### src/rtl/signal_gen_core.sv
// Waveform generator core: prescaled phase accumulator driving a sine ROM lookup
// or computed sawtooth/triangle/square outputs, all aligned to a 3-clock latency.
module signal_gen_core #(
  parameter int PHASE_W      = 24,
  parameter int ADDR_W       = 10,
  parameter int DATA_W       = 16,
  parameter int DIV          = 50,
  parameter int STEP_DEFAULT = 4096,
  parameter int STEP_INC     = 256,
  parameter logic [PHASE_W-1:0] STEP_MAX = {1'b1, {(PHASE_W-1){1'b0}}}
) (
  input  logic              clk,
  input  logic              rst_n,
  input  logic              en,
  input  logic              up,
  input  logic              down,
  input  logic [1:0]        mode,
  output logic [ADDR_W-1:0] rom_addr,
  input  logic [DATA_W-1:0] rom_data,
  output logic [DATA_W-1:0] sample,
  output logic              sample_valid,
  output logic [PHASE_W-1:0] step
);

  typedef enum logic [1:0] {
    MODE_SINE = 2'd0,
    MODE_SAW  = 2'd1,
    MODE_TRI  = 2'd2,
    MODE_SQR  = 2'd3
  } mode_e;

  localparam int CNT_W = (DIV > 1) ? $clog2(DIV) : 1;
  localparam logic [CNT_W-1:0]   CNT_LAST   = CNT_W'(DIV - 1);
  localparam logic [PHASE_W-1:0] C_DEFAULT  = PHASE_W'(STEP_DEFAULT);
  localparam logic [PHASE_W-1:0] C_INC      = PHASE_W'(STEP_INC);
  localparam logic [PHASE_W-1:0] C_UP_LIMIT = STEP_MAX - C_INC;
  localparam logic [PHASE_W-1:0] C_DN_LIMIT = C_INC << 1;
  localparam logic [DATA_W-1:0]  C_MIDSCALE = {1'b1, {(DATA_W-1){1'b0}}};

  logic [CNT_W-1:0]   r_count;
  logic [PHASE_W-1:0] r_step;
  logic [PHASE_W-1:0] r_phase;
  mode_e              r_modeLat;
  logic               r_tick1;
  logic               r_tick2;
  logic [DATA_W:0]    r_phaseDly;
  mode_e              r_modeDly;
  logic [DATA_W-1:0]  r_sample;
  logic               r_valid;

  logic               w_tick;
  logic [PHASE_W-1:0] w_stepNext;
  logic [DATA_W-1:0]  w_tri;
  logic [DATA_W-1:0]  w_wave;

  assign w_tick = en && (r_count == CNT_LAST);

  always_ff @(posedge clk or negedge rst_n) begin
    if (!rst_n) begin
      r_count <= '0;
    end else if (en) begin
      r_count <= w_tick ? '0 : r_count + 1'b1;
    end
  end

  // Simultaneous up and down cancel; the step never reaches zero.
  always_comb begin
    w_stepNext = r_step;
    if (up && !down) begin
      w_stepNext = (r_step >= C_UP_LIMIT) ? STEP_MAX : r_step + C_INC;
    end else if (down && !up) begin
      w_stepNext = (r_step < C_DN_LIMIT) ? C_INC : r_step - C_INC;
    end
  end

  always_ff @(posedge clk or negedge rst_n) begin
    if (!rst_n) begin
      r_step <= C_DEFAULT;
    end else begin
      r_step <= w_stepNext;
    end
  end

  always_ff @(posedge clk or negedge rst_n) begin
    if (!rst_n) begin
      r_phase   <= '0;
      r_modeLat <= MODE_SINE;
    end else if (w_tick) begin
      r_phase   <= r_phase + r_step;
      r_modeLat <= mode_e'(mode);
    end
  end

  assign rom_addr = r_phase[PHASE_W-1 -: ADDR_W];

  // Phase and mode are delayed one stage so computed waveforms line up with rom_data.
  always_ff @(posedge clk or negedge rst_n) begin
    if (!rst_n) begin
      r_tick1    <= 1'b0;
      r_tick2    <= 1'b0;
      r_phaseDly <= '0;
      r_modeDly  <= MODE_SINE;
      r_sample   <= C_MIDSCALE;
      r_valid    <= 1'b0;
    end else begin
      r_tick1    <= w_tick;
      r_tick2    <= r_tick1;
      r_phaseDly <= r_phase[PHASE_W-1 -: DATA_W+1];
      r_modeDly  <= r_modeLat;
      r_valid    <= r_tick2;
      if (r_tick2) begin
        r_sample <= w_wave;
      end
    end
  end

  always_comb begin
    w_tri  = r_phaseDly[DATA_W-1:0];
    w_wave = rom_data;
    case (r_modeDly)
      MODE_SINE: w_wave = rom_data;
      MODE_SAW:  w_wave = r_phaseDly[DATA_W:1];
      MODE_TRI:  w_wave = r_phaseDly[DATA_W] ? ~w_tri : w_tri;
      default:   w_wave = r_phaseDly[DATA_W] ? '0 : '1;
    endcase
  end

  assign sample       = r_sample;
  assign sample_valid = r_valid;
  assign step         = r_step;

endmodule

### config.mk
export PLATFORM = sky130hd
export DESIGN_NAME = signal_gen_core
export DESIGN_NICKNAME = d
export VERILOG_FILES = /design/src/rtl/signal_gen_core.sv
export SDC_FILE = /design/constraint.sdc
export NUM_CORES = 1
export LEC_CHECK = 0
export ABC_AREA = 1
export CAP_MARGIN = 30
export CORE_ASPECT_RATIO = 0.9
export CORE_UTILIZATION = 55
export CTS_BUF_LIST = sky130_fd_sc_hd__clkbuf_2 sky130_fd_sc_hd__clkbuf_4 sky130_fd_sc_hd__clkbuf_8
export DETAILED_ROUTE_END_ITERATION = 7
export HOLD_SLACK_MARGIN = 0.08
export PLACE_DENSITY = 0.86
export SLEW_MARGIN = 20
export SYNTH_ARGS = -nofsm -noshare
export SYNTH_HDL_FRONTEND = slang
export SYNTH_SLANG_ARGS = --single-unit
export TNS_END_PERCENT = 50
### constraint.sdc
create_clock -name clk -period 3 [get_ports clk]
set_clock_uncertainty 0.1 [all_clocks]
set_input_delay 0.45 -clock clk [delete_from_list [all_inputs] [get_ports clk]]
set_output_delay 0.45 -clock clk [all_outputs]
set_load 0.01 [all_outputs]
# ---- After elaboration in Yosys (flattened, before gate mapping)
# Cells that the tools add are included.
dict set report op_classes {
  addsub 4
  magnitude_cmp 2
  n_eq_ne 3
  mux 8
  n_bitwise 1
  reduce_logical 7
}
# cell n
set ops {}
lappend ops {{24-bit two-way mux} 4}
lappend ops {{16-bit one-hot mux with 3 select lines} 1}
lappend ops {{16-bit two-way mux} 2}
lappend ops {{24-bit adder} 1}
lappend ops {{24-bit by 9-bit adder with 24-bit output, second input constant} 1}
lappend ops {{24-bit by 23-bit >= comparator with 1-bit output, second input constant} 1}
lappend ops {{24-bit by 10-bit less-than comparator with 1-bit output, second input constant} 1}
lappend ops {{24-bit by 9-bit subtractor with 24-bit output, second input constant} 1}
lappend ops {{16-bit NOT} 1}
lappend ops {{6-bit by 1-bit adder with 6-bit output, second input constant} 1}
lappend ops {{6-bit equality test, second input constant} 1}
lappend ops {{6-bit two-way mux} 1}
lappend ops {{1-bit logical AND} 3}
lappend ops {{2-bit by 1-bit equality test with 1-bit output, second input constant} 1}
lappend ops {{2-bit equality test, second input constant} 1}
lappend ops {{1-bit zero test} 2}
lappend ops {{2-bit zero test} 1}
lappend ops {{2-bit nonzero test} 1}
dict set report word_totals {
  regBits 94
  input_bits 23
  wordCells 35
}

# ---- Logic depth before layout (Yosys ltp)
dict set report logic_depth {
  depth_word 4
  ltp_mapped 12
  depth_no_buf 12
}

# ---- Least setup slack after synthesis
# OpenSTA, ideal clock, no wires.
dict set report synth_path {
  path_type {reg-to-reg}
  startpoint {register r_step[12], in the netlist step[12]}
  endpoint {register r_phase[22]}
  setup_ps 117
  arrival_time_ps 1575
  required_ps 2783
  slack_ps 1207
  path_stages_with_launch 11
  period_less_slack_ps 1793
  path_cell_list {dfstp_2 -> ha_1 -> nand2_1 -> nor2_1 -> nand2_1 -> nand3_1 -> nand2_1 -> nand3_1 -> nand2_1 -> nand3_1 -> nand2_1}
}
dict set report synth_via {
  elab_chain_cells 1
}
# item line_no
set synth_lines {}
lappend synth_lines {{from (decl)} 41} ;# logic [PHASE_W-1:0] r_step;
lappend synth_lines {{from (signal assigned)} 80} ;# r_step <= w_stepNext;
lappend synth_lines {{24-bit adder} 89} ;# r_phase <= r_phase + r_step;
lappend synth_lines {{to (signal assigned)} 89}
lappend synth_lines {{to (decl)} 42} ;# logic [PHASE_W-1:0] r_phase;
# No other way between the ends.
# A chain may end at the register's enable or synchronous reset.

# ---- Worst setup path after layout
dict set report layout_path {
  startpoint {register r_step[19], in the netlist step[19]}
  endpoint {output step[19]}
}
# item line_no
set layout_lines {}
lappend layout_lines {{to (decl)} 22} ;# output logic [PHASE_W-1:0] step
# No word-level cell between the ends.

==> results.txt <==
Critical path endpoint -> step[19]
Crit-path leading delay family -> flip-flops
CP peak stage delay -> 0.67 ns
Type of origin of the critical path -> flip-flop
Pwr Density -> 918 nW/um^2
Setup Fix Bufs, Post-CTS -> 0
GR Overflow Total -> 0
Number of flops mapped to enable cells by yosys -> 0
Slew headroom -> 0.581
Synth area leaders -> dfrtp_1, nand2_1, inv_1
Worst R2R Start -> step[8]$_DFFE_PN0P_
Final setup fails -> 0
Crit Path Max Fanout -> 11
Crit-path cells -> clkdlybuf4s50_1
GRT Total Usage -> 0.256
Yosys top cell area share -> 0.362
R2R Path End -> step[18]$_DFFE_PN0P_
Cell-internal power -> 3.23 mW
Slew Limit Fails -> 0
Peak supply drop -> 0.515 mV
Final wirelength -> 13100 microns
Largest net degree at the start of global routing -> 46
Ant diodes -> 0
Tmin final -> 2.23 ns
Row cnt -> 34
Initial drt markers -> 364
Core area -> 9910 sq um
Max Fclk -> 448 MHz
Total CTS buffers -> 9
HPWL after detailed placement -> 9740 microns
TritonCTS clock tree -> built
Pre-antenna DRT Iters -> 5
IO Pins -> 74
CTS sink cnt -> 85
FF-to-FF path depth -> 11
DR vias -> 5124
Cell taking the most area after synthesis -> dfrtp_1
Worst-margin pin slew -> 0.627 ns
Final Cycle Share -> 0.744
Sw Ratio -> 0.457
PortBufs -> 65
DR WL/cell -> 13.5 microns
Leak -> 3.35 nW
First-pass GRT wire length -> 21900 microns
Overall die height -> 98.8 microns
H-tree levels -> 3
Dominant synthesized flop cell -> dfrtp_1
Crit. End Element -> primary output
Clock power frac -> 0.132
Post-Syn Instances -> 794
Max Cap Viol -> 0
CTS clock-pin slew for the worst setup and hold paths -> 0.10 ns
Final net count -> 882
Register area share after synthesis -> 0.372
Met3 WL -> 976 microns
Uppermost layer routed -> met4
Via/cell ratio -> 5.29
CP bufs+invs -> 1
FF+latch count, synth -> 85
DR WL met2 -> 5760 microns
Synth cell types -> 38
Final Hold Viols -> 0
RSZ-0062 raised after global routing -> false
Vias in the first global route -> 4704
CP Class -> flip-flop to primary output
Fill cells -> 865
Clock latency on the worst-skew pair -> 0.37 ns
Full die area -> 10800 sq um
HP Class -> flip-flop to flip-flop
R2r setup slk -> 0.91 ns
Flop pwr share -> 0.357
Starting Density -> 0.578
WHS -> 0.259 ns
Crit path from -> step[19]$_DFFE_PN0P_
Combinational share of power -> 0.511
Chip width -> 110 microns
Area Growth Syn to Fin -> 13.2%
GP Congestion -> 0.881
CP max-delay cell -> dfrtp_1
Layout cells sized above 1 -> 0.0807
Initial antenna violation count -> 0
Wl on met1 -> 6200 microns
Post-synth ARST share -> 1.00
Sw power -> 2.72 mW
Synthesized area -> 5730 sq um
CP arrival -> 1.68 ns
Clock Path Buffers -> 2
Sum Neg Setup Slack -> 0 ns
CTS root buf -> clkbuf_8
Residual DRC count -> 0
WP depth -> 1
Synth warnings -> 0
Syn_area_per_cell -> 7.22 sq um
Status -> completed
Final ANT Viol Nets -> 0
Required time worst endpoint -> 2.45 ns
-- power by group through the flow --
stage                     logic [mW]  registers [mW]  clock network, mW
final                           3.04            2.12              0.788
after global routing            3.45            2.19              0.855
after CTS                       3.01            2.12              0.804
after detailed placement        3.00            2.13                  0
after global placement          2.92            2.12                  0
after floorplan                 2.27            1.97                  0
-- metal layers --
metal / global-route usage / vias up
met2: 0.397 / 188
met3: 0.0509 / 13
met4: 0.0605 / 0
met5: 0 / -
met1: 0.370 / 2349
li1: - / 2574
-- registers in the layout (all words and copies together) (netlist names), 2 cells and up --
| signal | count |
|---|---|
| step | 16 |
| r_phaseDly | 17 |
| r_phase | 23 |
| r_modeLat | 2 |
| sample | 16 |
| r_modeDly | 2 |
| r_count | 6 |
-- cell families after synthesis --
logic type | after synthesis | share of synthesized area
adder cells (fa/ha/maj) | 21 | 0.0459
buffers and inverters | 165 | 0.134
AND/OR/NAND/NOR | 420 | 0.322
flip-flops | 85 | 0.372
other | 1 | 0.000654
AO/OA/AOI/OAI | 77 | 0.0873
XOR/XNOR | 25 | 0.0382
-- stage by stage --
| stage | setup WS, ns | cell area [sq um] | std cells | total power [mW] | util |
|---|---|---|---|---|---|
| floorplan | 1.21 | 5760 | 802 | 4.25 | - |
| global route | 0.715 | 6480 | 969 | 6.50 | 0.654 |
| finish | 0.768 | 6480 | 969 | 5.95 | 0.654 |
| global placement | 0.745 | 6280 | 951 | 5.04 | 0.633 |
| CTS | 0.764 | 6480 | 968 | 5.94 | 0.653 |
| detailed placement | 0.743 | 6280 | 951 | 5.13 | 0.633 |
-- synthesized netlist by cell type (7+ instances only) --
| cell | number |
|---|---|
| dfrtp_1 | 83 |
| buf_6 | 8 |
| o21ai_1 | 9 |
| nand4_1 | 7 |
| buf_4 | 21 |
| inv_2 | 7 |
| inv_1 | 110 |
| o22ai_1 | 17 |
| xor2_1 | 18 |
| nor2_2 | 9 |
| o21ai_0 | 10 |
| a21oi_1 | 17 |
| xnor2_1 | 7 |
| nand2_1 | 247 |
| buf_2 | 9 |
| ha_1 | 21 |
| nor2_1 | 62 |
| o221ai_1 | 16 |
| nand3_1 | 64 |
| nor2_4 | 7 |
| clkbuf_1 | 9 |
-- placed cells by master, fill, tap and decap left out, drive strengths merged, types with 4 or more instances in the layout --
| cell | Yosys | routed |
|---|---|---|
| conb | 1 | 9 |
| o221ai | 16 | 16 |
| nor2 | 78 | 78 |
| nor3 | 4 | 4 |
| clkbuf | 9 | 10 |
| xnor2 | 7 | 7 |
| xor2 | 18 | 18 |
| nand3 | 69 | 69 |
| o21ai | 21 | 21 |
| a21oi | 20 | 20 |
| clkdlybuf4s50 | 0 | 64 |
| dfrtp | 83 | 83 |
| buf | 38 | 7 |
| inv | 117 | 120 |
| nand4 | 7 | 7 |
| nand2 | 253 | 253 |
| ha | 21 | 21 |
| o22ai | 17 | 17 |
| nand3b | 5 | 5 |
-- repair_timing --
action	CTS	global route
endpoints found under the setup margin	0	0
hold endpoints to repair	42	0
hold buffers	1	0
gates resized for setup	0	0
-- area by class of cell --
| class | instances | area [sq um] | area share |
|---|---|---|---|
| multi-input combinational | 552 | 2860 | 0.441 |
| sequential | 85 | 2130 | 0.328 |
| timing repair buffer | 72 | 703 | 0.108 |
| inverter | 118 | 443 | 0.0683 |
| tap | 126 | 158 | 0.0243 |
| clock buffer | 10 | 138 | 0.0212 |
| clock inverter | 6 | 52.6 | 0.00810 |
-- worst min-delay path by stage --
| stage | end | cells after the start | from | slack [ns] |
|---|---|---|---|---|
| floorplan | r_count[0]$_DFFE_PN0P_ | 0 | rst_n | 0.05 |
| global placement | r_tick2$_DFF_PN0_ | 0 | r_tick1$_DFF_PN0_ | 0.24 |
| detailed placement | r_tick2$_DFF_PN0_ | 0 | r_tick1$_DFF_PN0_ | 0.24 |
| CTS | r_tick2$_DFF_PN0_ | 0 | r_tick1$_DFF_PN0_ | 0.26 |
| global route | r_tick2$_DFF_PN0_ | 0 | r_tick1$_DFF_PN0_ | 0.27 |
| finish | r_tick2$_DFF_PN0_ | 0 | r_tick1$_DFF_PN0_ | 0.26 |
Power figures use the tool's default switching activity.
